$ cat config.mk
export PLATFORM = sky130hd
export DESIGN_NAME = mult4b_seq
export DESIGN_NICKNAME = d
export VERILOG_FILES = /design/src/rtl/mult4b_seq_pkg.sv /design/src/rtl/sum4b.sv /design/src/rtl/mult4b_seq.sv
export SDC_FILE = /design/constraint.sdc
export NUM_CORES = 1
export LEC_CHECK = 0
export ABC_CLOCK_PERIOD_IN_PS = 3200
export CORE_ASPECT_RATIO = 0.8
export CORE_MARGIN = 2
export CORE_UTILIZATION = 44
export CTS_BUF_LIST = sky130_fd_sc_hd__clkbuf_8
export DETAILED_ROUTE_END_ITERATION = 16
export PLACE_DENSITY = 0.72
export SYNTH_ARGS = -nofsm -noshare
export SYNTH_HDL_FRONTEND = slang
export SYNTH_SLANG_ARGS = --single-unit
export TNS_END_PERCENT = 50
$ cat constraint.sdc
create_clock -name clk -period 3.2 [get_ports clk]
set_clock_uncertainty 0.2 [all_clocks]
set_input_delay 0.96 -clock clk [delete_from_list [all_inputs] [get_ports clk]]
set_output_delay 0.96 -clock clk [all_outputs]
set_load 0.01 [all_outputs]
$ cat src/rtl/mult4b_seq_pkg.sv
// Shared constants and FSM state encoding for the sequential 4x4 multiplier.
package mult4b_seq_pkg;

    localparam int MULT_WIDTH = 4;

    typedef enum logic [1:0] {
        ST_IDLE = 2'd0,
        ST_CALC = 2'd1,
        ST_DONE = 2'd2
    } state_t;

endpackage

$ cat src/rtl/sum4b.sv
// 4-bit ripple-carry adder: {Co,So} = A + B.
module sum4b (
    input  logic [3:0] A,
    input  logic [3:0] B,
    output logic [3:0] So,
    output logic       Co
);

    logic [4:0] c;

    assign c[0] = 1'b0;

    for (genvar i = 0; i < 4; i++) begin : g_fa
        assign So[i]  = A[i] ^ B[i] ^ c[i];
        assign c[i+1] = (A[i] & B[i]) | (c[i] & (A[i] ^ B[i]));
    end

    assign Co = c[4];

endmodule

$ cat src/rtl/mult4b_seq.sv
// Sequential 4x4 unsigned shift-and-add multiplier around the sum4b ripple adder,
// with a start/busy/done handshake and a fixed 4-iteration pass.
module mult4b_seq
    import mult4b_seq_pkg::*;
#(
    parameter int WIDTH = MULT_WIDTH,
    parameter int CNT_W = 2
) (
    input  logic               clk,
    input  logic               rst_n,
    input  logic               start,
    input  logic [WIDTH-1:0]   A,
    input  logic [WIDTH-1:0]   B,
    output logic               busy,
    output logic               done,
    output logic [2*WIDTH-1:0] P
);

    if (WIDTH != 4) begin : g_bad_width
        $error("mult4b_seq: WIDTH must be 4, the sum4b datapath is fixed at 4 bits");
    end

    state_t           state;
    logic [WIDTH-1:0] m;
    logic [WIDTH-1:0] acc_hi;
    logic [WIDTH-1:0] q;
    logic [CNT_W-1:0] cnt;

    logic [WIDTH-1:0] so;
    logic             co;
    logic [2*WIDTH:0] step;

    sum4b u_sum4b (
        .A  (acc_hi),
        .B  (m),
        .So (so),
        .Co (co)
    );

    // Either the sum with its carry or the bare accumulator, then one right shift.
    assign step = q[0] ? {co, so, q} : {1'b0, acc_hi, q};

    always_ff @(posedge clk or negedge rst_n) begin
        if (!rst_n) begin
            state  <= ST_IDLE;
            m      <= '0;
            acc_hi <= '0;
            q      <= '0;
            cnt    <= '0;
            busy   <= 1'b0;
            done   <= 1'b0;
        end else begin
            done <= 1'b0;
            case (state)
                ST_IDLE: begin
                    if (start) begin
                        m      <= A;
                        q      <= B;
                        acc_hi <= '0;
                        cnt    <= '0;
                        busy   <= 1'b1;
                        state  <= ST_CALC;
                    end
                end
                ST_CALC: begin
                    {acc_hi, q} <= step[2*WIDTH:1];
                    cnt         <= cnt + CNT_W'(1);
                    if (cnt == CNT_W'(WIDTH - 1)) begin
                        done  <= 1'b1;
                        state <= ST_DONE;
                    end
                end
                ST_DONE: begin
                    busy  <= 1'b0;
                    state <= ST_IDLE;
                end
                default: begin
                    busy  <= 1'b0;
                    state <= ST_IDLE;
                end
            endcase
        end
    end

    assign P = {acc_hi, q};

endmodule
==> results of run 1 <==
==> power by group <==
part | internal (uW) | leakage, uW | switching [uW]
clock | 83.4 | 0.0000216 | 70.6
combinational | 276 | 0.000239 | 214
sequential | 333 | 0.000222 | 114
==> through the flow <==
| stage | power (uW) | instances | setup slack [ns] |
|---|---|---|---|
| floorplan | 777 | 73 | 0.858 |
| global placement | 913 | 113 | 0.592 |
| detailed placement | 935 | 113 | 0.530 |
| CTS | 1110 | 116 | 0.635 |
| global route | 1180 | 116 | 0.561 |
| finish | 1090 | 116 | 0.629 |
==> cells by family after synthesis <==
group                    count (synthesis)  share of synthesized area [%]
AO/OA/AOI/OAI                           15                           10.3
adder cells (fa/ha/maj)                  5                           9.60
buffers and inverters                    6                           5.08
flip-flops                              18                           50.8
multiplexers                             7                           10.2
AND/OR/NAND/NOR                         22                           14.0
==> metal layers <==
metal,wire (um),up-vias
li1,-,290
met1,758,296
met2,895,7
met3,34,0
met4,0,0
met5,0,-
==> flip-flops by register name, indices dropped and copies added, names as in the netlist <==
signal / count
acc_hi: 4
m: 4
busy: 1
cnt: 2
done: 1
state: 2
q: 4
==> cells in the final DEF (no fill, tap or decap) <==
cell type	netlist	final
a211oi_1	1	1
fa_1	3	3
dfrtp_1	18	18
ha_1	2	2
o21ai_0	4	4
nor2_1	4	4
mux2_4	4	4
nand2_1	10	10
nor4b_1	1	1
and3b_1	1	1
a22oi_1	2	2
a21oi_1	2	2
clkbuf_8	0	3
nor2b_1	2	2
clkdlybuf4s50_1	0	20
o22ai_1	5	5
nand2b_2	1	1
inv_1	2	2
o21bai_1	1	1
mux2i_1	3	3
nor2b_4	2	2
nor3_1	1	1
==> worst min-delay path by stage <==
stage	start	endpoint	slack (ns)
after detailed placement	busy$_DFFE_PN0P_	busy$_DFFE_PN0P_	0.30
after CTS	busy$_DFFE_PN0P_	busy$_DFFE_PN0P_	0.31
after global routing	busy$_DFFE_PN0P_	busy$_DFFE_PN0P_	0.34
after floorplan	cnt[0]$_DFFE_PN0P_	cnt[0]$_DFFE_PN0P_	0.26
after global placement	cnt[0]$_DFFE_PN0P_	cnt[0]$_DFFE_PN0P_	0.29
final	cnt[0]$_DFFE_PN0P_	cnt[0]$_DFFE_PN0P_	0.31
==> final cells by class <==
cell class                      instances  area [um2]  share of cell area (%)
Timing Repair Buffer                   20         200                    17.9
Clock buffer                            3        41.3                    3.69
Tap cell                               24        30.0                    2.68
Inverter                                2        7.51                   0.670
Sequential cell                        18         450                    40.2
Multi-Input combinational cell         49         390                    34.9
==> impl_results.md, run 1 <==
- Outcome: completed
- Pin count of the biggest net entering global routing: 19
- DRC viols: 0
- Max Cap Viol: 0
- Wire per inst: 14.5 um
- Worst skew pair latency: 0.25 ns
- Clock Tree Root: clkbuf_8
- Maximum fanout along the worst path: 8
- DRT antenna net count: 0
- Hold buffer count at CTS: 0
- Synthesized area: 886 um2
- H-tree level count: 1
- Max-slew violations: 0
- GR met1 Demand/Resource: 20.5%
- Worst EP arrival: 1.41 ns
- Worst Hold Class: register to register
- Share of cells above drive strength 1: 10.9%
- Crit path buffers/inverters: 1
- Syn Inst Count: 73
- Cell Chain, Critical Path: clkdlybuf4s50_1
- Max IR drop VDD: 0.551 mV
- GR peak layer: met2
- Syn_area_per_cell: 12.1 um2
- Reg2reg end: acc_hi[2]$_DFFE_PN0P_
- GRT overflow: 0
- Layout Area Growth over Synthesis: 26.4%
- Initial DRT Pass Iterations: 3
- CTS Buffer Depth: 2
- Fin crit share: 80.4%
- Setup Buffers After CTS: 0
- Most numerous cell in the Yosys netlist: dfrtp_1
- Worst path top cell family by delay: buffers and inverters
- Nets: 110
- Worst-path clk slew: 0.07 ns
- Core Rows: 14
- Crit path time final: 2.57 ns
- Starting Density: 46.8%
- Cell area after placement: 0.00108 mm2
- Final instance area: 0.00112 mm2
- Vias per cell: 5.11
- Worst setup path end: P[0]
- WP data required: 2.04 ns
- Yosys Warn Count: 0
- Vias: 593
- PwrDens: 974 mW/mm2
- Worst setup EP type: output pin
- Hold path depth: 1
- CORE AREA: 0.00189 mm2
- Vias in the first global route: 619
- Worst-Margin Slew: 0.820 ns
- First-pass GRT wire length: 2.78 mm
- IO buf count: 20
- Crit path launch type: register
- Post_cts resized: 0
- Synth Register Bits: 18
- Max incr delay on CP: 0.61 ns
- R2R Setup Slk: 0.79 ns
- Post-synth top area share: 50.8%
- Initial antenna violation count: 0
- Final Setup Violations: 0
- Post-synth ARST share: 100%
- RSZ-0062 raised after global routing: false
- Final Util: 59.2%
- Count of different cell masters after synthesis: 22
- WP depth: 1
- Ports: 21
- Headroom to the max-slew limit: 45.2%
- F_max: 389 MHz
- Slowest CP cell: clkdlybuf4s50_1
- Num CTS Buffers: 3
- Die Wd: 54.2 um
- Crit path from: q[0]$_DFFE_PN0P_
- Fillers: 164
- Static leakage: 0.000483 uW
- Routing usage on met3: 6.08%
- Number of flops mapped to enable cells by yosys: 0
- GP Congestion: 0.756
- Post-synth top cells: 18 x dfrtp_1, 10 x nand2_1, 5 x o22ai_1
- HPWL Detailed: 1.17 mm
- CTS tree: done
- Post-synthesis net count: 89
- Fin Setup TNS: 0 ns
- Total die area: 0.00239 mm2
- Dominant cells by area after synthesis: dfrtp_1 51%, fa_1 6.8%, mux2_4 6.8%
- Number of DRC markers in iteration 0: 6
- GRT Overall Usage: 16.7%
- Worst reg2reg startpoint: acc_hi[0]$_DFFE_PN0P_
- Hold slack: 0.309 ns
- Post-synthesis sequential area ratio: 50.8%
- Area leader, netlist: dfrtp_1
- WS Path Type: register to output pin
- # clock sinks: 18
- Final hold violations: 0
- Diode count: 0
- Post-synth top flop: dfrtp_1
- Reg2Reg Depth: 6
- Met2 usage: 28.4%
- Die height: 44.1 um
- Total Routed Length: 1.69 mm
Note: power is estimated with default switching activity, not from simulation.
==> run 2, diff against run 1 <==
Settings changed: ABC_CLOCK_PERIOD_IN_PS 3200 to 2500.
Clock period 3.2 ns to 2.5 ns, I/O delays scaled along.
==> run 2 against run 1 <==
  * Via count increased by 0.51%
  * Setup slack worse by 0.47 ns
  * Hold slack worse by 0.0075 ns
  * First-iteration DRC count shrank 33%
  * Clock power grew 23%
  * Critical endpoint is now acc_hi[2]$_DFFE_PN0P_
==> impl_results.md, run 2 (same netlist as run 1, synthesis figures left out) <==
- Cell mode on critical path: fa_1
- Worst setup EP type: register
- Commonest non-fill, non-tap cell in the layout: clkdlybuf4s50_1
- Diode count: 0 (unchanged)
- IO buf count: 20 (unchanged)
- DRT antenna net count: 0 (unchanged)
- GP Congestion: 0.742 (-1.9%)
- Crit path buffers/inverters: 0 (-1)
- Num CTS Buffers: 3 (unchanged)
- Worst skew pair latency: 0.25 ns (about the same)
- Static leakage: 0.000491 uW (+1.8%)
- GRT overflow: 0 (unchanged)
- Vias per cell: 5.05 (-1.2%)
- Layout Area Growth over Synthesis: 28.4%
- # clock sinks: 18 (unchanged)
- WS Path Type: register to register
- Crit path time final: 2.34 ns
- Non-Filler Instances: 118 (+1.7%)
- Core Rows: 14 (unchanged)
- Worst-Margin Slew: 0.470 ns (-0.350 ns)
- Nets: 112 (+1.8%)
- Max IR drop VDD: 0.728 mV (+32%)
- PwrDens: 1220 mW/mm2 (+25%)
- Max incr delay on CP: 0.43 ns (-0.18 ns)
- Maximum fanout along the worst path: 3 (-5)
- Worst Hold Class: register to register
- F_max: 428 MHz
- Max-slew violations: 0 (unchanged)
- Crit path launch type: register
- CORE AREA: 0.00189 mm2 (unchanged)
- HPWL Detailed: 1.20 mm (+2.5%)
- Fillers: 168 (+2.4%)
- Vias: 596 (+0.51%)
- Share of cells above drive strength 1: 13.8% (+3.0 points)
- Die height: 44.1 um (unchanged)
- CTS Buffer Depth: 2 (unchanged)
- Total Routed Length: 1.56 mm (-7.5%)
- Initial DRT Pass Iterations: 4 (+1)
- Vias in the first global route: 572 (-7.6%)
- WP data required: 2.41 ns (+0.37 ns)
- Area occupied by multi-input gates: 393 um2 (+0.64%)
- Initial antenna violation count: 0 (unchanged)
- Final Util: 60.1% (+0.93 points)
- Worst-path clk slew: 0.06 ns (about the same)
- GRT Overall Usage: 16.2% (-0.50 points)
- Seq. cell area: 450 um2 (unchanged)
- Pin count of the biggest net entering global routing: 19 (unchanged)
- Placed insts: 114 (+0.88%)
- Starting Density: 46.8% (unchanged)
- Headroom to the max-slew limit: 68.6% (+23 points)
- First-pass GRT wire length: 2.66 mm (-4.2%)
- Ports: 21 (unchanged)
- Fin Setup TNS: 0 ns (unchanged)
- Clock Tree Root: clkbuf_8
- Commonest non-fill, non-tap cells in the layout: 20 x clkdlybuf4s50_1, 18 x dfrtp_1, 10 x nand2_1, 5 x o22ai_1
- Fin crit share: 93.5%
- Outcome: completed
- Number of DRC markers in iteration 0: 4 (-2)
- Regs by FF count: acc_hi: 4 flops, m: 4 flops, q: 4 flops
- R2R Setup Slk: 0.16 ns (-0.63 ns)
- Final Setup Violations: 0 (unchanged)
- RSZ-0062 raised after global routing: false
- Worst EP arrival: 2.25 ns (+0.84 ns)
- Die Wd: 54.2 um (unchanged)
- Final hold violations: 0 (unchanged)
- DRC viols: 0 (unchanged)
- Hold buffer count at CTS: 0 (unchanged)
- CTS tree: done
- Slowest CP cell: fa_1
- Max Cap Viol: 0 (unchanged)
- H-tree level count: 1 (unchanged)
- Cell Chain, Critical Path: ha_1, fa_1, fa_2, fa_1, mux2i_1, o22ai_1
- Wire per inst: 13.2 um (-9.1%)
- Worst path top cell family by delay: adder cells
- Total die area: 0.00239 mm2 (unchanged)
==> run 2: changes by cell type in the layout (fill, tap and decap cells not counted), sizes merged <==
cell and delta:
buf +2
==> run 2: per-stage QoR <==
step	instance area, um2	hold WS [ns]	power [uW]	setup WS (ns)
floorplan	886	0.254	995	0.158
global placement	1090	0.290	1170	0.104
detailed placement	1090	0.300	1200	0.0402
CTS	1130	0.315	1400	0.0825
global route	1140	0.341	1520	0.0201
finish	1140	0.301	1390	0.162
==> run 2: worst paths after layout <==
check,start,endpoint,cells past startpoint
min,busy$_DFFE_PN0P_,busy$_DFFE_PN0P_,2
max,acc_hi[0]$_DFFE_PN0P_,acc_hi[2]$_DFFE_PN0P_,6
max in group asynchronous,rst_n,acc_hi[3]$_DFFE_PN0P_,2
max reg2reg,acc_hi[0]$_DFFE_PN0P_,acc_hi[2]$_DFFE_PN0P_,6
min reg2reg,busy$_DFFE_PN0P_,busy$_DFFE_PN0P_,2
min in group asynchronous,rst_n,acc_hi[1]$_DFFE_PN0P_,2
==> run 2: final cells by class <==
class,instances,area share (%)
Clock buffer,3,3.63
Inverter,2,0.660
Multi-Input combinational cell,49,34.5
Sequential cell,18,39.6
Tap cell,24,2.64
Timing Repair Buffer,22,18.9
==> run 2: worst register-to-register path: stages (launching register included) <==
cell and delay (ns):
dfrtp_1 0.39, ha_1 0.21, fa_1 0.38, fa_2 0.35, fa_1 0.43, mux2i_1 0.15
o22ai_1 0.10
==> run 2: power breakdown <==
| part | switching [uW] | internal [uW] |
|---|---|---|
| clock | 82.9 | 107 |
| sequential | 141 | 426 |
| combinational | 269 | 360 |
| total | 493 | 892 |
==> run 2: routing by layer <==
layer | part of all wire [%] | GRT usage, %
met4 | 0.38 | 3.00
met1 | 47 | 22.5
met2 | 48 | 23.6
met5 | 0 | 0
met3 | 4.4 | 7.43
==> run 2: repair_timing <==
| item | in CTS | in global routing |
|---|---|---|
| endpoints found under the setup margin | 0 | 1 |
| buffers inserted | 0 | 1 |
| gates resized for setup | 0 | 1 |
